--- config.mk ---
export PLATFORM = sky130hd
export DESIGN_NAME = fetch
export DESIGN_NICKNAME = d
export VERILOG_FILES = /design/src/rtl/fetch_pkg.sv /design/src/rtl/fetch_fifo.sv /design/src/rtl/fetch.sv
export SDC_FILE = /design/constraint.sdc
export NUM_CORES = 1
export LEC_CHECK = 0
export CORE_MARGIN = 3
export CORE_UTILIZATION = 45
export DETAILED_ROUTE_END_ITERATION = 8
export MAX_ROUTING_LAYER = met4
export PLACE_DENSITY = 0.71
export SLEW_MARGIN = 25
export SYNTH_ARGS = -nofsm -noshare
export SYNTH_HDL_FRONTEND = slang
export SYNTH_SLANG_ARGS = --single-unit
export TNS_END_PERCENT = 5
--- constraint.sdc ---
create_clock -name clk -period 9.4 [get_ports clk]
set_input_delay 1.88 -clock clk [delete_from_list [all_inputs] [get_ports clk]]
set_output_delay 1.88 -clock clk [all_outputs]
set_load 0.02 [all_outputs]
--- src/rtl/fetch_pkg.sv ---
// Shared definitions for the instruction fetch unit: reset defaults, the
// FSM state encoding and the {pc, instr} buffer entry.
package fetch_pkg;
  localparam logic [31:0] DEF_RESET_PC  = 32'h0000_0000;
  localparam logic [31:0] DEF_NOP_INSTR = 32'h0000_0013;

  typedef enum logic [1:0] {
    S_IDLE    = 2'd0,
    S_REQ     = 2'd1,
    S_WAIT    = 2'd2,
    S_DISCARD = 2'd3
  } state_t;

  typedef struct packed {
    logic [31:0] pc;
    logic [31:0] instr;
  } entry_t;
endpackage

--- src/rtl/fetch_fifo.sv ---
// Two-entry {pc, instr} buffer between the imem response and decode.
// Flush wins over push/pop; push and pop together on a full buffer is lossless.
module fetch_fifo import fetch_pkg::*; (
  input  logic       clk,
  input  logic       rst,
  input  logic       flush,
  input  logic       push,
  input  logic       pop,
  input  entry_t     wdata,
  output entry_t     rdata,
  output logic       full,
  output logic       empty,
  output logic [1:0] count
);
  entry_t     mem [2];
  logic       wptr, rptr;
  logic       do_push, do_pop;

  assign empty   = (count == 2'd0);
  assign full    = (count == 2'd2);
  assign do_pop  = pop & ~empty;
  assign do_push = push & (~full | do_pop);
  assign rdata   = mem[rptr];

  always_ff @(posedge clk or negedge rst) begin
    if (!rst) begin
      wptr  <= 1'b0;
      rptr  <= 1'b0;
      count <= 2'd0;
    end else if (flush) begin
      wptr  <= 1'b0;
      rptr  <= 1'b0;
      count <= 2'd0;
    end else begin
      if (do_push) wptr <= ~wptr;
      if (do_pop)  rptr <= ~rptr;
      count <= count + {1'b0, do_push} - {1'b0, do_pop};
    end
  end

  // Storage needs no reset: it is only read while count is non-zero.
  always_ff @(posedge clk) begin
    if (do_push && !flush) mem[wptr] <= wdata;
  end
endmodule

--- src/rtl/fetch.sv ---
// Instruction fetch: one outstanding imem request at a time, responses
// buffered in a 2-entry FIFO toward decode, redirect flushes and refetches.
module fetch import fetch_pkg::*; #(
  parameter logic [31:0] RESET_PC  = DEF_RESET_PC,
  parameter logic [31:0] NOP_INSTR = DEF_NOP_INSTR
) (
  input  logic        clk,
  input  logic        rst,
  output logic        imem_req_o,
  output logic [31:0] imem_addr_o,
  input  logic        imem_gnt_i,
  input  logic        imem_rvalid_i,
  input  logic [31:0] imem_rdata_i,
  input  logic        redirect_i,
  input  logic [31:0] redirect_pc_i,
  output logic        instr_valid_o,
  output logic [31:0] instr_o,
  output logic [31:0] pc_o,
  input  logic        instr_ready_i
);
  state_t      state, state_nx;
  logic [31:0] fpc, ipc, last_pc;
  logic        push, pop, full, empty;
  logic [1:0]  count;
  logic [2:0]  cnt_after;
  entry_t      wdata, head;

  assign imem_req_o  = (state == S_REQ);
  assign imem_addr_o = fpc;

  // Redirect suppresses both sides of the buffer; the flush does the rest.
  assign push      = (state == S_WAIT) & imem_rvalid_i & ~redirect_i;
  assign pop       = ~empty & instr_ready_i & ~redirect_i;
  assign cnt_after = {1'b0, count} + {2'b0, push} - {2'b0, pop};
  assign wdata     = '{pc: ipc, instr: imem_rdata_i};

  always_comb begin
    state_nx = state;
    case (state)
      S_IDLE:    if (!redirect_i && !full) state_nx = S_REQ;
      S_REQ:     if (imem_gnt_i)      state_nx = redirect_i ? S_DISCARD : S_WAIT;
                 else if (redirect_i) state_nx = S_IDLE;
      S_WAIT:    if (redirect_i)         state_nx = imem_rvalid_i ? S_IDLE : S_DISCARD;
                 else if (imem_rvalid_i) state_nx = (cnt_after < 3'd2) ? S_REQ : S_IDLE;
      S_DISCARD: if (imem_rvalid_i) state_nx = S_IDLE;
      default:   state_nx = S_IDLE;
    endcase
  end

  always_ff @(posedge clk or negedge rst) begin
    if (!rst) begin
      state   <= S_IDLE;
      fpc     <= RESET_PC;
      ipc     <= RESET_PC;
      last_pc <= RESET_PC;
    end else begin
      state <= state_nx;
      if (redirect_i)
        fpc <= redirect_pc_i & ~32'h3;
      else if (imem_req_o && imem_gnt_i)
        fpc <= fpc + 32'd4;
      if (imem_req_o && imem_gnt_i) ipc <= fpc;
      // pc_o keeps showing the last presented address once the buffer drains.
      if (!empty) last_pc <= head.pc;
    end
  end

  fetch_fifo u_fifo (
    .clk   (clk),
    .rst   (rst),
    .flush (redirect_i),
    .push  (push),
    .pop   (pop),
    .wdata (wdata),
    .rdata (head),
    .full  (full),
    .empty (empty),
    .count (count)
  );

  assign instr_valid_o = ~empty;
  assign instr_o       = empty ? NOP_INSTR : head.instr;
  assign pc_o          = empty ? last_pc   : head.pc;
endmodule
==> reports/results.md <==
### Setup path
• crit path DAT: 2860 ps
• required time worst endpoint: 7520 ps
• type of the worst setup path: register to primary output
• CP Cell Sequence: nor2_4, buf_4, inv_1, nand2_1, clkdlybuf4s50_1
• minimum setup slack among reg-to-reg paths: 5890 ps
• Reg2Reg Depth: 12
• sum of buffers and inverters on the critical path: 3
• Reg2Reg Launch Point: u_fifo.count[1]
• maximum fanout encountered on the critical timing path: 92
• family of cells with the greatest summed delay on the critical path: buffers and inverters
• endpoint of the worst register-to-register path: state[0]
• sort of element at the end of the critical path: primary output
• element type at the critical path start: register
• highest-delay cell along the critical path: buf_4
• delay contributed by the slowest stage of the critical path: 670 ps

### Timing
• accumulated negative setup slack: 0 ps
• highest attainable clock frequency: 0.2110 GHz
• Final Worst Setup Slack: 4662 ps
• skew final: 18.90 ps
• final critical-path share of the clock period: 0.5041
• fin. max-slew vios: 0
• Least-Margin Pin Slew: 883.2 ps
• final number of setup-violating endpoints: 0
• shortest clock period the worst path allows after layout: 4739 ps
• hold violation count in the final report: 0
• unrepaired setup endpoints after global routing: false
• Slew Limit Headroom: 0.4112

### Routing
• Total Routed Length: 18.18 mm
• router iterations before antenna repair: 5
• routed wire length on met3: 899 µm
• number of nets with antenna violations after routing: 0
• met1 WL: 8.282 mm
• topmost layer with routed signal wires: met4
• mean number of vias per cell: 5.068
• total number of vias: 5,793
• DRC Markers: 0
• Routed met2 length: 8.742 mm
• First DRT Iteration DRCs: 269
• average detailed-routed wire length per instance: 15.90 µm

### Power and ir drop
• power per cell area: 258.7 nW/µm²
• power share of the combinational group: 0.258
• worst vdd rail ir drop: 0.1072 mV
• switching share of total power: 0.3048
• overall power consumption: 2.987 mW
• Internal Pwr Total: 2.077 mW
• Sequential Power Share: 0.451
• Lkg Pwr: 4.306 nW
• part of the power in the clock network: 0.292
• switching pwr: 0.9103 mW

### Clock network
• maximum number of buffers from clock root to sink: 3
• clock transition at the registers of the reported paths: 60 ps
• clock tree from TritonCTS: done
• CTS root buffer: clkbuf_16
• count of hold-fix buffers inserted at cts: 0
• clock sink count: 222
• post-CTS setup buffers: 0
• worst skew pair latency: 510 ps
• CTS buffer count: 24
• Clock H-tree levels: 1
• CTS resizes: 0

### Placed design
• pre-CTS worst setup slack: 4936 ps
• number of buffer cells added on primary ports: 163
• Post-Place Cell Area: 10,810 µm²
• HPWL after detailed placement: 11.33 mm
• weighted congestion reported at the end of routability-driven placement: 0.7670

### Floorplan
• Rows: 50
• y dimension of the die: 146.8 µm
• DIE WIDTH: 146.8 µm
• starting density of the core: 0.4677
• number of ports placed on the die boundary: 168
• total die area: 21,560 µm²
• area inside the core boundary: 19,080 µm²

### Yosys
• synthesized area: 8924 µm²
• post-synthesis cell count: 707
• top_reg_cell synth: edfxtp_1
• portion of the post-synthesis area used by sequential elements: 0.6921
• mean area per synthesized cell: 12.62 µm²
• distinct cell type count of the synthesized netlist: 42
• count of warnings emitted by yosys: 0
• flip-flop and latch count after synthesis: 222
• proportion of register bits with asynchronous set or reset after synthesis: 0.4414
• number of flops mapped to enable cells by yosys: 124

### Final layout
• growth of design area from synthesis to finish: 29.39%
• footprint of the multi-input gates: 2566 µm²
• share of layout cells above drive strength 1: 0.06002
• Reg area: 6180 µm²
• fraction of the core area covered by cells at the end of the flow: 0.6051
• fill count: 1,537
• number of nets in the layout: 941
• number of antenna cells inserted: 0
• final instance area: 11,550 µm²

### Global routing
• global-route wire length before repair: 29.51 mm
• total global-route track usage: 0.1719
• total global routing overflow: 0
• largest net degree at the start of global routing: 93
• number of global-route vias before repair: 5,696
• initial antenna violation count: 0

### Run
• Max Cap Viol: 0

### Hold path
• path class of the lowest-slack min-delay path: register to register
• number of stages on the worst hold path: 0
• Worst Hold Path EP: u_fifo.mem[1][61]
• hold wc startpoint: ipc[29]

### Status
• outcome: completed

## metal layers
layer / global-route usage / up-vias
met5: - / -
met4: 0.04139 / 0
met3: 0.02498 / 27
met2: 0.2775 / 146
met1: 0.2330 / 2772
li1: - / 2848
## power groups by stage
stage	Combinational, mW	Sequential [mW]	Clock [mW]
final	0.769	1.35	0.872
after global routing	0.840	1.37	0.934
after CTS	0.783	1.35	0.893
after detailed placement	0.778	1.36	0
after global placement	0.769	1.35	0
after floorplan	0.426	1.34	0
## worst reg2reg max path, stage by stage, from the launching register on
cell and delay [ps]:
dfrtp_1 480, nor2_4 140, buf_4 670, inv_1 330
nand2_1 230, nor2_1 60, ha_1 270, or2_2 300
fa_1 520, nand2b_1 70, a21oi_1 140, nor2_1 50
o21ai_0 160
## worst max path at each step
stage	from	to	slack, ps	cells past startpoint
floorplan	redirect_i	u_fifo.mem[0][0]	3590	5
global placement	redirect_i	u_fifo.mem[0][9]	4960	7
global route	u_fifo.count[1]	instr_o[0]	4410	5
finish	u_fifo.count[1]	instr_o[0]	4660	5
CTS	u_fifo.count[1]	instr_o[0]	4550	5
detailed placement	redirect_i	u_fifo.mem[0][9]	4940	7
## sequential cells by signal, summed over array words and instances (netlist names)
name and flops:
imem_addr_o 30, ipc 30, last_pc 32, state 2, u_fifo.count 2, u_fifo.mem 124, u_fifo.rptr 1, u_fifo.wptr 1
## cell families (layout without fill, tap and decap cells)
family | after synthesis | in the layout | share of synthesized area
muxes | 67 | 67 | 0.07515
AOI/OAI and AO/OA | 86 | 86 | 0.05581
DFF | 222 | 222 | 0.6921
buffers and inverters | 51 | 226 | 0.02257
other | 1 | 2 | 0.0004202
adders and majority gates | 5 | 5 | 0.007852
xor gates and xnor gates | 15 | 15 | 0.01472
and+or+nand+nor | 260 | 260 | 0.1314
## layout by cell type (no fill, tap or decap), drive strengths merged, types with 4 or more instances in the layout
cell type / synthesis / layout
mux2i: 67 / 67
dfrtp: 98 / 98
xor2: 4 / 4
o31ai: 10 / 10
a31oi: 14 / 14
clkdlybuf4s50: 0 / 162
xnor2: 11 / 11
nand4: 12 / 12
or4: 11 / 11
edfxtp: 124 / 124
nor3: 8 / 8
o21ai: 52 / 52
clkinv: 0 / 6
clkbuf: 31 / 34
nor4: 8 / 8
ha: 4 / 4
nand2: 138 / 138
nand3: 8 / 8
buf: 8 / 9
a22oi: 4 / 4
nor2: 54 / 54
inv: 12 / 15
nor2b: 5 / 5
## cell usage after synthesis, types with 5 or more instances
master | count | area share
a31oi_1 | 14 | 0.0098
clkbuf_1 | 31 | 0.013
dfrtp_1 | 98 | 0.27
edfxtp_1 | 124 | 0.42
inv_1 | 11 | 0.0046
mux2i_1 | 67 | 0.075
nand2_1 | 138 | 0.058
nand3_1 | 8 | 0.0045
nand4_1 | 10 | 0.0070
nor2_1 | 54 | 0.023
nor2b_1 | 5 | 0.0035
nor3_1 | 8 | 0.0045
nor4_1 | 7 | 0.0049
o21ai_0 | 47 | 0.026
o21ai_1 | 5 | 0.0028
o31ai_1 | 10 | 0.0084
or4_1 | 11 | 0.0093
xnor2_1 | 11 | 0.011
## stage by stage
| stage | hold slack (ps) | instances |
|---|---|---|
| 2_1_floorplan | 441.9 | 708 |
| 3_3_place_gp | 449.7 | 1100 |
| 3_5_place_dp | 456.5 | 1100 |
| 4_1_cts | 472.0 | 1143 |
| 5_1_grt | 486.6 | 1143 |
| 6_report | 471.6 | 1143 |
## cell type report
class | instances | area share
Clock buffer | 34 | 0.05982
Clock inverter | 9 | 0.004010
Inverter | 12 | 0.003901
Multi-Input combinational cell | 435 | 0.2223
Sequential cell | 222 | 0.5352
Tap cell | 260 | 0.02818
Timing Repair Buffer | 171 | 0.1466
No activity file was read; power rests on OpenSTA's default activity.
